`config.mk`:
```
export PLATFORM = sky130hd
export DESIGN_NAME = twiddle_gen
export DESIGN_NICKNAME = d
export VERILOG_FILES = /design/src/rtl/twiddle_gen_pkg.sv /design/src/rtl/twiddle_qrom.sv /design/src/rtl/twiddle_gen.sv
export SDC_FILE = /design/constraint.sdc
export NUM_CORES = 1
export LEC_CHECK = 0
export BUFFER_PORTS_ARGS = -buffer_cell sky130_fd_sc_hd__buf_2
export CAP_MARGIN = 15
export CELL_PAD_IN_SITES_DETAIL_PLACEMENT = 1
export CELL_PAD_IN_SITES_GLOBAL_PLACEMENT = 2
export CORE_MARGIN = 10
export CORE_UTILIZATION = 36
export CTS_BUF_LIST = sky130_fd_sc_hd__clkbuf_2 sky130_fd_sc_hd__clkbuf_4 sky130_fd_sc_hd__clkbuf_8
export CTS_CLUSTER_SIZE = 40
export DETAILED_ROUTE_END_ITERATION = 12
export PLACE_DENSITY = 0.95
export SLEW_MARGIN = 20
export SYNTH_ARGS = -nofsm -noshare
export SYNTH_HDL_FRONTEND = slang
export SYNTH_SLANG_ARGS = --single-unit
```
`constraint.sdc`:
```
create_clock -name i_clk -period 2.9 [get_ports i_clk]
set_input_delay 0.58 -clock i_clk [delete_from_list [all_inputs] [get_ports i_clk]]
set_output_delay 0.58 -clock i_clk [all_outputs]
set_load 0.01 [all_outputs]
```
`src/rtl/twiddle_gen_pkg.sv`:
```
// Shared FFT constants and the quarter-wave cosine table generator.
package twiddle_gen_pkg;

  localparam int FFT_R = 5;
  localparam int FFT_N = 1 << FFT_R;
  localparam int FFT_W = 16;
  localparam int FFT_A = (1 << (FFT_W - 1)) - 1;

  localparam real PI = 3.14159265358979323846;

  // round(a*cos(2*pi*m/n)) for 0 <= m <= n/4; the angle never exceeds pi/2,
  // so a Taylor series evaluated at elaboration time is far below half an LSB.
  function automatic int calc_c(int m, int n, int a);
    real x, term, sum;
    x    = 2.0 * PI * $itor(m) / $itor(n);
    term = 1.0;
    sum  = 1.0;
    for (int i = 1; i <= 14; i++) begin
      term = -term * x * x / $itor((2 * i - 1) * (2 * i));
      sum  = sum + term;
    end
    return $rtoi($itor(a) * sum + 0.5);
  endfunction

endpackage

```
`src/rtl/twiddle_qrom.sv`:
```
// Quarter-wave cosine ROM, two read ports, registered outputs.
module twiddle_qrom
  import twiddle_gen_pkg::*;
#(
  parameter int N  = FFT_N,
  parameter int W  = FFT_W,
  parameter int A  = FFT_A,
  parameter int AW = $clog2(N / 4 + 1)
) (
  input  logic          i_clk,
  input  logic          i_rst_n,
  input  logic          i_en,
  input  logic [AW-1:0] i_addr_a,
  input  logic [AW-1:0] i_addr_b,
  output logic [W-1:0]  o_data_a,
  output logic [W-1:0]  o_data_b
);

  localparam int DEPTH = N / 4 + 1;

  logic [W-1:0] rom [DEPTH];

  for (genvar m = 0; m < DEPTH; m++) begin : g_rom
    localparam int CV = calc_c(m, N, A);
    assign rom[m] = W'(CV);
  end

  always_ff @(posedge i_clk) begin
    if (!i_rst_n) begin
      o_data_a <= '0;
      o_data_b <= '0;
    end else if (i_en) begin
      o_data_a <= rom[i_addr_a];
      o_data_b <= rom[i_addr_b];
    end
  end

endmodule

```
`src/rtl/twiddle_gen.sv`:
```
// Twiddle factor generator: quadrant fold, two-stage valid/ready pipeline, sign application.
module twiddle_gen
  import twiddle_gen_pkg::*;
#(
  parameter int R = FFT_R,
  parameter int N = FFT_N,
  parameter int W = FFT_W
) (
  input  logic         i_clk,
  input  logic         i_rst_n,
  input  logic         i_valid,
  output logic         o_ready,
  input  logic [R-2:0] i_exponent,
  output logic         o_valid,
  input  logic         i_ready,
  output logic [W-1:0] o_re,
  output logic [W-1:0] o_im
);

  localparam int EW = R - 1;
  localparam int A  = (1 << (W - 1)) - 1;
  localparam logic [EW-1:0] QTR = EW'(N / 4);

  logic          adv1, adv2;
  logic          quad;
  logic [EW-1:0] low, addr_re_d, addr_im_d;
  logic          s1_valid, s1_quad;
  logic [EW-1:0] s1_addr_re, s1_addr_im;
  logic          s2_valid, s2_quad;
  logic [W-1:0]  mag_re, mag_im;

  always_comb begin
    adv2    = !s2_valid || i_ready;
    adv1    = !s1_valid || adv2;
    o_ready = adv1;
  end

  // Second quadrant swaps the roles of the two table addresses.
  always_comb begin
    quad      = i_exponent[EW-1];
    low       = {1'b0, i_exponent[EW-2:0]};
    addr_re_d = quad ? (QTR - low) : low;
    addr_im_d = quad ? low : (QTR - low);
  end

  always_ff @(posedge i_clk) begin
    if (!i_rst_n) begin
      s1_valid   <= 1'b0;
      s1_quad    <= 1'b0;
      s1_addr_re <= '0;
      s1_addr_im <= '0;
    end else if (adv1) begin
      s1_valid   <= i_valid;
      s1_quad    <= quad;
      s1_addr_re <= addr_re_d;
      s1_addr_im <= addr_im_d;
    end
  end

  always_ff @(posedge i_clk) begin
    if (!i_rst_n) begin
      s2_valid <= 1'b0;
      s2_quad  <= 1'b0;
    end else if (adv2) begin
      s2_valid <= s1_valid;
      s2_quad  <= s1_quad;
    end
  end

  twiddle_qrom #(
    .N (N),
    .W (W),
    .A (A),
    .AW(EW)
  ) u_qrom (
    .i_clk   (i_clk),
    .i_rst_n (i_rst_n),
    .i_en    (adv2),
    .i_addr_a(s1_addr_re),
    .i_addr_b(s1_addr_im),
    .o_data_a(mag_re),
    .o_data_b(mag_im)
  );

  // The imaginary part is always -sin, hence always the negated table value.
  always_comb begin
    o_valid = s2_valid;
    o_re    = s2_quad ? -mag_re : mag_re;
    o_im    = -mag_im;
  end

endmodule
```
==> results of run 1 <==
==> where the power goes <==
part           total (mW)  internal [mW]  switching (mW)  leakage, nW
Clock               0.342          0.158           0.184       0.0399
Combinational       0.385          0.180           0.205        0.782
Sequential          0.703          0.616          0.0867        0.342
Total                1.43          0.955           0.476         1.16
==> cell usage after synthesis (6+ instances only) <==
library cell,count
a21oi_1,25
xnor2_1,25
dfxtp_1,41
nand2_1,40
nor2_1,35
a22oi_1,15
inv_1,17
a211oi_1,7
o21ai_0,18
ha_1,15
nor3_1,7
clkbuf_1,16
nand2b_1,6
==> cell families after synthesis <==
family | share of synthesized area, %
buf+inv | 6.33
compound gates | 18.7
flops | 33.2
xor+xnor | 9.56
fa+ha+maj | 7.59
mux | 0.860
simple gates | 23.8
==> cell type report <==
| cell class | count | area share (%) |
|---|---|---|
| sequential | 41 | 29.4 |
| clock inverter | 1 | 0.180 |
| timing repair buffer | 44 | 8.17 |
| multi-input combinational | 233 | 53.7 |
| tap | 80 | 3.59 |
| clock buffer | 5 | 2.47 |
| inverter | 18 | 2.42 |
==> metrics by stage <==
step | worst slack [ns] | utilization (%)
final | 0.345 | 41.5
after global routing | 0.243 | 41.5
after CTS | 0.320 | 41.5
after detailed placement | 0.651 | 40.4
after global placement | 0.696 | 40.4
after floorplan | 0.793 | -
==> layer usage <==
metal / routed length (microns) / vias up / global-route usage [%] / share of wire, %
met3: 181 / 7 / 2.08 / 2.9
met5: 0 / - / 0 / 0
met1: 3020 / 1018 / 15.5 / 49
met2: 2890 / 26 / 19.6 / 47
met4: 75 / 0 / 3.96 / 1.2
li1: - / 1125 / - / -
==> critical path, stage by stage (launching register included) <==
cell and delay [ns]:
dfxtp_1 0.36, or4_4 0.55, nand4bb_4 0.27, o31ai_4 0.20, xnor2_1 0.15, buf_2 0.15
==> registers in the layout, summed over array words and instances, names as in the netlist <==
name and count:
s1_addr_re 4, u_qrom.o_data_a 15, s1_valid 1, o_valid 1, s1_addr_im 3, s1_quad 1, u_qrom.o_data_b 15, s2_quad 1
==> worst min path at each step <==
stage          endpoint  slack (ns)  depth (start not counted)      from
4_1_cts         s1_quad        0.47                          2   s1_quad
5_1_grt         s1_quad        0.49                          2   s1_quad
6_report        s1_quad        0.46                          2   s1_quad
3_3_place_gp    o_valid        0.44                          2  s1_valid
3_5_place_dp    s1_quad        0.45                          2   s1_quad
2_1_floorplan   s1_quad        0.43                          2   s1_quad
==> cells in the final DEF (no fill, tap or decap), types with 6 or more instances in the layout <==
cell type  instances
ha_1              15
a22oi_1           15
o21ai_0           18
dfxtp_1           41
nand2_1           40
nor3_1             7
a21oi_1           25
a211oi_1           7
nand2b_1           6
xnor2_1           25
inv_1             17
nor2_1            35
buf_2             41
==> qor.csv, run 1 <==
metric;value;unit
I/O pin cnt;42;
Tightest Pin Transition;0.603;ns
Final Total Pwr;1.43;mW
global-route wire length before repair;10400;microns
total area of sequential cells;821;sq um
flops & latches, synth;41;
leakage power of the design;1.16;nW
clock transition at the registers of the reported paths;0.07;ns
Routed Wire Length;6170;microns
worst relative slew slack;59.8;%
maximum level of the CTS H-tree;2;
average cell area after synthesis;7.90;sq um
Synthesized Nets;336;
Arrival @ worst endpoint;1.98;ns
master cell of the clock root buffer;clkbuf_8;
num rows;30;
required time of the critical path;2.32;ns
share of final-layout standard cells stronger than drive strength 1;17.5;%
detailed placer's ending HPWL;4670;microns
initial core utilization;36.8;%
CORE AREA;0.00672;sq mm
worst reg2reg path endpoint;u_qrom.o_data_b[3];
Final Wtd Congestion;0.806;
via count of the first global-routing pass;2166;
clock sink total;41;
most area-hungry cell type in the Yosys netlist;dfxtp_1;
count of cells resized by post-cts repair;0;
final setup violating endpoints;0;
total negative setup slack;0;ns
final worst path period need;2.56;ns
drt pass-1 iters;4;
Power Density;513;mW/mm^2
slack of the worst reg-to-reg path;1.07;ns
predominant post-synthesis flop cell;dfxtp_1;
die area;0.0106;sq mm
Clock Latency Late Sink;0.29;ns
CTS tree;yes;
final-stage net count;366;
post-route fraction of the period consumed by the critical path;88.1;%
max-cap check violation count;0;
via count of the routed design;2176;
number of violations reported at the end of detailed-routing iteration 0;99;
Hold Violations, Final;0;
DRT antenna net count;0;
critical path class;register to primary output;
multi-input gate area in the final layout;0.00150;sq mm
total non-filler cell area in the finished layout;0.00279;sq mm
synthesized instance count;313;
fraction of synthesized cell area taken by the top area cell type;33.2;%
post-CTS setup buffer count;0;
antenna diode count;0;
count of cell types in the netlist;39;
critical path capture point type;primary output;
number of cells in the finished layout apart from fillers;422;
detailed-route wire length per cell;14.6;microns
Syn Std Cell Area;0.00247;sq mm
Die Ht;103;microns
Max Buffers Root-to-Sink;2;
RR Startpoint;s1_addr_re[0];
synthesis warning total;0;
layout-stage area growth over the synthesis result;12.8;%
Remaining Overflow, GRT;0;
critical path peak fanout;6;
number of buffers created by CTS;5;
Placed Instance Area;0.00271;sq mm
crit path capture;o_re[13];
Slew Limit Fails;0;
detailed-route DRC error count;0;
CP startpoint;u_qrom.o_data_a[6];
register area share after synthesis;33.2;%
antenna violations before repair;0;
largest voltage drop on the vdd net;0.168;mV
x dimension of the die;103;microns
top cells by area in the synthesized netlist;dfxtp_1 33%, xnor2_1 8.9%, ha_1 7.6%;
GRT Util Overall;12.0;%
R2R cell count;6;
classification of the worst-slack hold path;register to register;
status;finished clean;
startpoint class of the critical path;register;
number of enable flip-flop cells after synthesis;0;
unrepaired setup endpoints after global routing;no;
worst hold margin;0.462;ns
asr flop ratio synth;0;%
instance count after placement with tap cells included;416;
FMAX;0.391;GHz
IO Port Bufs;41;
maximum number of pins on one net before global-route repair;46;
count of filler cells inserted in the layout;842;
per-cell via count in the routed design;5.16;
cts hold-fix bufs;0;
worst clock skew on the final layout;0.00372;ns
(Power assumes the default switching activity.)
==> run 2: changes to the inputs <==
--- a/config.mk
+++ b/config.mk
@@ -5,16 +5,16 @@
 export SDC_FILE = /design/constraint.sdc
 export NUM_CORES = 1
 export LEC_CHECK = 0
-export BUFFER_PORTS_ARGS = -buffer_cell sky130_fd_sc_hd__buf_2
 export CAP_MARGIN = 15
 export CELL_PAD_IN_SITES_DETAIL_PLACEMENT = 1
 export CELL_PAD_IN_SITES_GLOBAL_PLACEMENT = 2
 export CORE_MARGIN = 10
-export CORE_UTILIZATION = 36
+export CORE_UTILIZATION = 40
 export CTS_BUF_LIST = sky130_fd_sc_hd__clkbuf_2 sky130_fd_sc_hd__clkbuf_4 sky130_fd_sc_hd__clkbuf_8
 export CTS_CLUSTER_SIZE = 40
 export DETAILED_ROUTE_END_ITERATION = 12
-export PLACE_DENSITY = 0.95
+export DONT_BUFFER_PORTS = 1
+export PLACE_DENSITY = 0.93
 export SLEW_MARGIN = 20
 export SYNTH_ARGS = -nofsm -noshare
 export SYNTH_HDL_FRONTEND = slang
==> qor.csv, run 2 (same netlist as run 1, synthesis figures left out) <==
metric;value;unit;change
clock sink total;41;;unchanged
die area;0.00973;sq mm;-8.1%
leakage power of the design;1.01;nW;-13%
maximum number of pins on one net before global-route repair;45;;-2.2%
DRT antenna net count;0;;unchanged
initial core utilization;41.5;%;+4.7 points
I/O pin cnt;42;;unchanged
master cell of the clock root buffer;clkbuf_8;;
per-cell via count in the routed design;5.29;;+2.7%
critical path class;register to primary output;;
final setup violating endpoints;0;;unchanged
Comb pwr share;22.1;%;-4.8 points
max-cap check violation count;0;;unchanged
layout-stage area growth over the synthesis result;5.21;%;
Power Density;553;mW/mm^2;+7.7%
number of violations reported at the end of detailed-routing iteration 0;144;;+45%
worst relative slew slack;58.0;%;-1.8 points
Max Buffers Root-to-Sink;2;;unchanged
Die Ht;98.6;microns;-4.1%
antenna violations before repair;0;;unchanged
unrepaired setup endpoints after global routing;no;;
detailed placer's ending HPWL;4470;microns;-4.2%
critical path capture point type;primary output;;
Clock Latency Late Sink;0.29;ns;about the same
final worst path period need;2.54;ns;-0.0150 ns
Arrival @ worst endpoint;1.96;ns;-0.02 ns
number of cells in the finished layout apart from fillers;377;;-11%
Seq pwr share;49.2;%;about the same
drt pass-1 iters;4;;unchanged
worst clock skew on the final layout;0.00348;ns;-0.000238 ns
total negative setup slack;0;ns;unchanged
instance count after placement with tap cells included;369;;-11%
Internal;0.964;mW;+0.89%
via count of the first global-routing pass;2030;;-6.3%
x dimension of the die;98.6;microns;-4.1%
commonest non-fill, non-tap cells in the layout;41 x dfxtp_1, 40 x nand2_1, 35 x nor2_1;;
CTS tree;yes;;
slack of the worst reg-to-reg path;1.07;ns;about the same
share of final-layout standard cells stronger than drive strength 1;6.95;%;-11 points
worst hold margin;0.409;ns;-0.0530 ns
FMAX;0.394;GHz;+0.59%
share of the core filled with cells in the final layout;43.7;%;+2.2 points
largest voltage drop on the vdd net;0.258;mV;+53%
detailed-route wire length per cell;16.1;microns;+9.9%
Hold Violations, Final;0;;unchanged
switching power as a share of total power;33.0;%;-0.29 points
clock transition at the registers of the reported paths;0.08;ns;about the same
CORE AREA;0.00596;sq mm;-11%
post-CTS setup buffer count;0;;unchanged
antenna diode count;0;;unchanged
startpoint class of the critical path;register;;
critical path peak fanout;5;;-1
status;finished clean;;
Routed Wire Length;6050;microns;-1.8%
classification of the worst-slack hold path;primary input to register;;
via count of the routed design;1996;;-8.3%
num rows;28;;-6.7%
maximum level of the CTS H-tree;2;;unchanged
required time of the critical path;2.32;ns;about the same
Slew Limit Fails;0;;unchanged
global-route wire length before repair;10300;microns;-1.3%
final-stage net count;324;;-11%
Final Wtd Congestion;0.790;;-1.9%
Remaining Overflow, GRT;0;;unchanged
number of buffers created by CTS;5;;unchanged
switching power of the nets;0.474;mW;-0.41%
detailed-route DRC error count;0;;unchanged
IO Port Bufs;0;;-100%
Largest regs;u_qrom.o_data_a (15), u_qrom.o_data_b (15), s1_addr_re (4);;
post-route fraction of the period consumed by the critical path;87.6;%;-0.52 points
most common library cell in the layout ignoring fill and taps;dfxtp_1;;
GRT Util Overall;12.2;%;+0.29 points
clock share of power;28.7;%;+4.8 points
Tightest Pin Transition;0.629;ns;+0.0262 ns
[run 2: through the flow]
| stage | power [mW] | setup WS, ns | cell area (sq um) |
|---|---|---|---|
| 6_report | 1.44 | 0.360 | 2600 |
| 5_1_grt | 1.53 | 0.165 | 2600 |
| 4_1_cts | 1.46 | 0.120 | 2600 |
| 3_5_place_dp | 1.05 | 0.459 | 2490 |
| 3_3_place_gp | 1.03 | 0.571 | 2490 |
| 2_1_floorplan | 0.970 | 0.793 | 2470 |
[run 2: what timing repair did]
action / in CTS / in global routing
hold buffers: 0 / 0
setup endpoints to repair: 0 / 1
resized for setup: 0 / 1
[run 2: metal layers]
layer | GRT usage [%] | wire, microns
met3 | 4.12 | 340
met2 | 18.3 | 2620
met1 | 16.5 | 3040
met5 | 0 | 0
met4 | 2.98 | 57
[run 2: power by group through the flow]
stage | combinational (mW) | sequential [mW] | clock [mW]
floorplan | 0.288 | 0.681 | 0
global placement | 0.315 | 0.716 | 0
detailed placement | 0.324 | 0.721 | 0
CTS | 0.327 | 0.707 | 0.425
global route | 0.361 | 0.718 | 0.445
finish | 0.318 | 0.707 | 0.413
[run 2: critical path, cell delays in order (launching register included)]
cell and delay (ns):
dfxtp_1 0.38, inv_1 0.09, ha_1 0.19, nor3b_2 0.31
nand3_1 0.18, nor4_1 0.28, xnor2_1 0.23
[run 2: final cells by class]
cell class,instances,area (sq um)
fill,751,3350
multi-input combinational,233,1500
sequential,41,821
clock buffer,7,96.3
tap,75,93.8
inverter,18,67.6
timing repair buffer,2,15.0
clock inverter,1,5.00
[run 2: worst paths after layout]
check,start,end,cells past startpoint
worst min register to register,s1_quad,s1_quad,2
worst min-delay path,i_valid,s1_valid,2
worst max register to register,s1_addr_re[0],u_qrom.o_data_b[4],6
worst max-delay path,u_qrom.o_data_b[0],o_im[12],6
